### config.mk
export PLATFORM = sky130hd
export DESIGN_NAME = vga_timing_gen
export DESIGN_NICKNAME = d
export VERILOG_FILES = /design/src/rtl/vga_timing_gen.sv
export SDC_FILE = /design/constraint.sdc
export NUM_CORES = 1
export LEC_CHECK = 0
export CORE_MARGIN = 3
export CORE_UTILIZATION = 48
export DETAILED_ROUTE_END_ITERATION = 7
export GPL_TIMING_DRIVEN = 0
export PLACE_DENSITY_LB_ADDON = 0.1
export SLEW_MARGIN = 20
export SYNTH_ARGS = -nofsm -noshare
export SYNTH_HDL_FRONTEND = slang
export SYNTH_SLANG_ARGS = --single-unit
### constraint.sdc
create_clock -name CLOCK_50 -period 4.8 [get_ports CLOCK_50]
set_clock_uncertainty 0.05 [all_clocks]
set_input_delay 0.48 -clock CLOCK_50 [delete_from_list [all_inputs] [get_ports CLOCK_50]]
set_output_delay 0.48 -clock CLOCK_50 [all_outputs]
set_load 0.01 [all_outputs]
### src/rtl/vga_timing_gen.sv
// VGA raster timing generator: pixel divider, x/y counters, sync-aligned colour
// output stage and a frame-synchronous robot step strobe.
module vga_timing_gen #(
  parameter int H_VISIBLE   = 640,
  parameter int H_FRONT     = 16,
  parameter int H_SYNC      = 96,
  parameter int H_BACK      = 48,
  parameter int V_VISIBLE   = 480,
  parameter int V_FRONT     = 10,
  parameter int V_SYNC      = 2,
  parameter int V_BACK      = 33,
  parameter int STEP_FRAMES = 1
) (
  input  logic        CLOCK_50,
  input  logic        reset,
  input  logic        step_en,
  input  logic [23:0] rgb_in,
  output logic [9:0]  pixel_x,
  output logic [9:0]  pixel_y,
  output logic        video_on,
  output logic        pix_tick,
  output logic        frame_start,
  output logic        robot_step,
  output logic        VGA_CLK,
  output logic        VGA_HS,
  output logic        VGA_VS,
  output logic        VGA_BLANK_N,
  output logic        VGA_SYNC_N,
  output logic [7:0]  VGA_R,
  output logic [7:0]  VGA_G,
  output logic [7:0]  VGA_B
);

  localparam int H_TOTAL = H_VISIBLE + H_FRONT + H_SYNC + H_BACK;
  localparam int V_TOTAL = V_VISIBLE + V_FRONT + V_SYNC + V_BACK;

  localparam logic [9:0] H_LAST     = 10'(H_TOTAL - 1);
  localparam logic [9:0] V_LAST     = 10'(V_TOTAL - 1);
  localparam logic [9:0] H_VIS_END  = 10'(H_VISIBLE);
  localparam logic [9:0] V_VIS_END  = 10'(V_VISIBLE);
  localparam logic [9:0] HS_START   = 10'(H_VISIBLE + H_FRONT);
  localparam logic [9:0] HS_END     = 10'(H_VISIBLE + H_FRONT + H_SYNC);
  localparam logic [9:0] VS_START   = 10'(V_VISIBLE + V_FRONT);
  localparam logic [9:0] VS_END     = 10'(V_VISIBLE + V_FRONT + V_SYNC);
  localparam logic [7:0] STEP_COUNT = 8'(STEP_FRAMES);

  logic       div;
  logic       x_last;
  logic       y_last;
  logic       frame_wrap;
  logic       hsync_win;
  logic       vsync_win;
  logic [7:0] frame_cnt;
  logic [7:0] frame_inc;

  assign pix_tick   = div;
  assign VGA_CLK    = div;
  assign VGA_SYNC_N = 1'b0;

  assign x_last     = (pixel_x == H_LAST);
  assign y_last     = (pixel_y == V_LAST);
  assign frame_wrap = div & x_last & y_last;

  assign video_on  = (pixel_x < H_VIS_END) && (pixel_y < V_VIS_END);
  assign hsync_win = (pixel_x >= HS_START) && (pixel_x < HS_END);
  assign vsync_win = (pixel_y >= VS_START) && (pixel_y < VS_END);

  // Frame counter saturates at STEP_FRAMES so a held-off step fires on the next frame.
  always_comb begin
    frame_inc = frame_cnt;
    if (frame_cnt >= STEP_COUNT) begin
      frame_inc = STEP_COUNT;
    end else begin
      frame_inc = frame_cnt + 8'd1;
    end
  end

  always_ff @(posedge CLOCK_50) begin
    if (reset) begin
      div <= 1'b0;
    end else begin
      div <= ~div;
    end
  end

  always_ff @(posedge CLOCK_50) begin
    if (reset) begin
      pixel_x <= 10'd0;
      pixel_y <= 10'd0;
    end else if (div) begin
      if (x_last) begin
        pixel_x <= 10'd0;
        pixel_y <= y_last ? 10'd0 : pixel_y + 10'd1;
      end else begin
        pixel_x <= pixel_x + 10'd1;
      end
    end
  end

  // Pins sample the pre-increment counters, so sync and colour share one tick of latency.
  always_ff @(posedge CLOCK_50) begin
    if (reset) begin
      VGA_HS      <= 1'b1;
      VGA_VS      <= 1'b1;
      VGA_BLANK_N <= 1'b0;
      VGA_R       <= 8'd0;
      VGA_G       <= 8'd0;
      VGA_B       <= 8'd0;
    end else if (div) begin
      VGA_HS      <= ~hsync_win;
      VGA_VS      <= ~vsync_win;
      VGA_BLANK_N <= video_on;
      VGA_R       <= video_on ? rgb_in[23:16] : 8'd0;
      VGA_G       <= video_on ? rgb_in[15:8]  : 8'd0;
      VGA_B       <= video_on ? rgb_in[7:0]   : 8'd0;
    end
  end

  always_ff @(posedge CLOCK_50) begin
    if (reset) begin
      frame_start <= 1'b0;
      robot_step  <= 1'b0;
      frame_cnt   <= 8'd0;
    end else begin
      frame_start <= frame_wrap;
      robot_step  <= 1'b0;
      if (frame_wrap) begin
        if ((frame_inc == STEP_COUNT) && step_en) begin
          robot_step <= 1'b1;
          frame_cnt  <= 8'd0;
        end else begin
          frame_cnt <= frame_inc;
        end
      end
    end
  end

endmodule

==> key figures <==
Status
  – Status: complete, no violations

Floorplan
  – Die Area: 5620 um^2
  – # rows: 24
  – Die H: 75.0 um
  – Core Area: 4470 um^2
  – Num ports: 80
  – Initial Util: 51.0%
  – Die W: 75.0 um

Critical path
  – Kind of cell adding the most delay to the critical path: buffers and inverters
  – CP max FO: 8
  – CP startpoint kind: flip-flop
  – Crit Path Class: reg -> out
  – Slack of the worst reg-to-reg path: 2720 ps
  – CP Cell Sequence: o21ai_0, nand2_1, nor2_1, clkdlybuf4s50_1
  – CP Capture Type: primary output
  – Worst r2r src: pixel_x[1]$_SDFFE_PP0P_
  – Stages on worst setup path: 4
  – Critical path origin: pixel_x[7]$_SDFFE_PP0P_
  – Register-to-Register Path Depth: 6
  – Worst Setup EP: video_on
  – Reg2reg end: pixel_x[8]$_SDFFE_PP0P_
  – Critical-path top delay cell: clkdlybuf4s50_1
  – Critical Path AT: 1660 ps
  – Crit path buffers/inverters: 1
  – CP required: 4270 ps
  – CP max stage delay: 560 ps

Global route
  – Vias in the first global route: 1,870
  – First-pass GRT wire length: 8720 um
  – GRT Overall Usage: 20.6%
  – Top Usage Layer GRT: met2
  – Grt met1 use: 26.3%
  – Routing usage on met2: 31.9%
  – Met3 Use GR: 4.27%
  – Initial antenna violation count: 0
  – Largest net degree at the start of global routing: 11
  – Overflow after GRT: 0

Clock network
  – Htree depth: 3
  – Clk pin slew, worst setup/hold paths: 70 ps
  – CTS Sinks: 58
  – Hold-fix buffers, CTS: 0
  – Num CTS Buffers: 9
  – Post_cts resized: 0
  – CTS tree: built
  – Clk Tree Root Cell: clkbuf_8
  – Post-CTS Setup Inserts: 0
  – Clk buf depth: 2
  – Clock Latency Late Sink: 330 ps

Synth
  – Post-synthesis net count: 261
  – Count leader, synth: dfxtp_1
  – Most frequent cells after synthesis: dfxtp_1 (58), a22o_1 (27), nor2_1 (20)
  – Post-Synth XOR/XNOR Area: 4.60%
  – Synth Area in Compound Gates: 16.3%
  – Synth Warn #: 0
  – Post-synthesis mux area share: 0.877%
  – Gate count after technology mapping: 227
  – Distinct cell type count after synthesis: 41
  – Post-synth ARST share: 0%
  – Synth Flop Type: dfxtp_1
  – Syn avg cell area: 10.1 um^2
  – Post-synth top area cell: dfxtp_1
  – Seq/Total Area, Yosys: 50.8%
  – Netlist Area Pre-Place: 2280 um^2
  – Main combinational cell family by area after synthesis: simple AND/OR/NAND/NOR gates
  – Post-synth EDFFs: 0
  – Yosys top cell area share: 50.8%
  – Number of synthesized register bits: 58
  – Adder-cell share of the synthesized area: 3.84%
  – Synth Area in Simple Gates: 19.6%
  – Synth top area cells: dfxtp_1 (51%), a22o_1 (10%), ha_1 (3.8%)

Pwr
  – Worst VDD drop: 0.206 mV
  – Leakage: 1.26 nW
  – PD cells: 305 nW/um^2

Hold path
  – Tightest Hold Check Type: reg -> reg

STA
  – Max Fclk: 0.457 GHz
  – RSZ-0062 raised after global routing: no
  – Crit path time final: 2190 ps
  – Worst-Margin Slew: 698 ps
  – Setup TNS: 0 ps
  – Fin. Hold Viols: 0
  – Finish-stage setup viols: 0
  – Crit share post-route: 45.6%
  – Relative slew slack: 53.1%
  – Final Max Tran Viols: 0

Final layout
  – # diodes: 0
  – Reg area: 1160 um^2
  – # fillers: 326
  – Final Core Density: 74.0%
  – Synthesis-to-layout area growth: 44.9%
  – Nets@finish: 350
  – Share of cells above drive strength 1: 9.35%
  – Multi-input logic area: 1030 um^2
  – Finished Layout Cells: 373

Detailed routing
  – Post-DRT Antenna Nets: 0
  – Via count: 2,021
  – DR iter-0 viols: 76
  – DRT Pass-1 Iters: 4
  – Vias per cell: 5.42
  – Drt drc: 0
  – Drt wl/cell: 15.3 um
  – Total Wirelength: 5710 um

Job
  – # Max-Cap Violations: 0

Placed design
  – RD Place Congestion: 0.759
  – Post-DP HPWL: 4190 um
  – Placed Instances: 357
  – Port Buffer Count: 78
-- worst min path at each step --
stage / start / endpoint / slack, ps / cells after the start
final: VGA_BLANK_N$_SDFFE_PP0P_ / VGA_BLANK_N$_SDFFE_PP0P_ / 400 / 1
after global routing: frame_cnt[7]$_SDFFE_PP0P_ / frame_cnt[7]$_SDFFE_PP0P_ / 430 / 1
after CTS: VGA_BLANK_N$_SDFFE_PP0P_ / VGA_BLANK_N$_SDFFE_PP0P_ / 410 / 1
after detailed placement: VGA_BLANK_N$_SDFFE_PP0P_ / VGA_BLANK_N$_SDFFE_PP0P_ / 390 / 1
after global placement: VGA_BLANK_N$_SDFFE_PP0P_ / VGA_BLANK_N$_SDFFE_PP0P_ / 380 / 1
after floorplan: frame_cnt[3]$_SDFFE_PP0P_ / frame_cnt[3]$_SDFFE_PP0P_ / 380 / 1
-- worst register-to-register path: stages (launching register included) --
cell and delay (ps):
dfxtp_1 440, ha_1 300, nand4b_1 140, nor3_1 560, or2_2 210, buf_2 200, nor2_1 70
-- cell families after synthesis --
logic type | after synthesis
simple gates | 80
other cells | 1
mux | 2
compound gates | 48
fa+ha+maj | 7
xor+xnor | 12
flops | 58
buf+inv | 19
-- power by group --
| part | internal (mW) | switching, mW | total, mW |
|---|---|---|---|
| Sequential | 0.496 | 0.0103 | 0.507 |
| Clock | 0.212 | 0.193 | 0.405 |
| Combinational | 0.0596 | 0.0379 | 0.0975 |
-- placed cells by master, fill, tap and decap left out, types with 3 or more instances in the layout --
master	Yosys	routed
a21oi_1	7	7
a22o_1	27	27
and2_1	5	5
buf_2	4	4
clkbuf_8	0	11
clkdlybuf4s50_1	0	78
clkinv_2	0	4
dfxtp_1	58	58
ha_1	7	7
inv_1	10	10
nand2_1	10	10
nand3_1	6	6
nand4_1	6	6
nor2_1	20	20
nor3_1	8	8
nor4_1	6	6
o21ai_0	6	6
or3_1	3	3
xnor2_1	8	8
xor2_1	4	4
-- flip-flops by register name (all words and copies together), names as in the netlist --
register	cells
pixel_x	10
VGA_VS	1
VGA_BLANK_N	1
VGA_HS	1
VGA_R	8
VGA_CLK	1
robot_step	1
frame_start	1
VGA_G	8
frame_cnt	8
pixel_y	10
VGA_B	8
-- area by class of cell --
cell class                 instances  area share (%)
multi-input combinational        150            31.3
clock inverter                     5           0.870
buffer                             9            1.51
inverter                          10            1.13
tap                               52            1.97
clock buffer                      11            4.57
timing repair buffer              78            23.6
sequential                        58            35.1
-- stage by stage --
stage	area, um^2	power (mW)	setup WS [ps]	hold WS [ps]
4_1_cts	3310	1.02	2610	406
6_report	3310	1.01	2610	400
3_5_place_dp	3130	0.615	2550	390
2_1_floorplan	2280	0.553	2900	381
5_1_grt	3310	1.04	2520	434
3_3_place_gp	3130	0.612	2590	383
-- per-layer routing --
| metal | vias up | share of wire (%) |
|---|---|---|
| met5 | - | 0 |
| met4 | 0 | 2.6 |
| met3 | 14 | 5.2 |
| met2 | 60 | 49 |
| met1 | 947 | 44 |
| li1 | 1000 | - |
(Power assumes the default switching activity.)
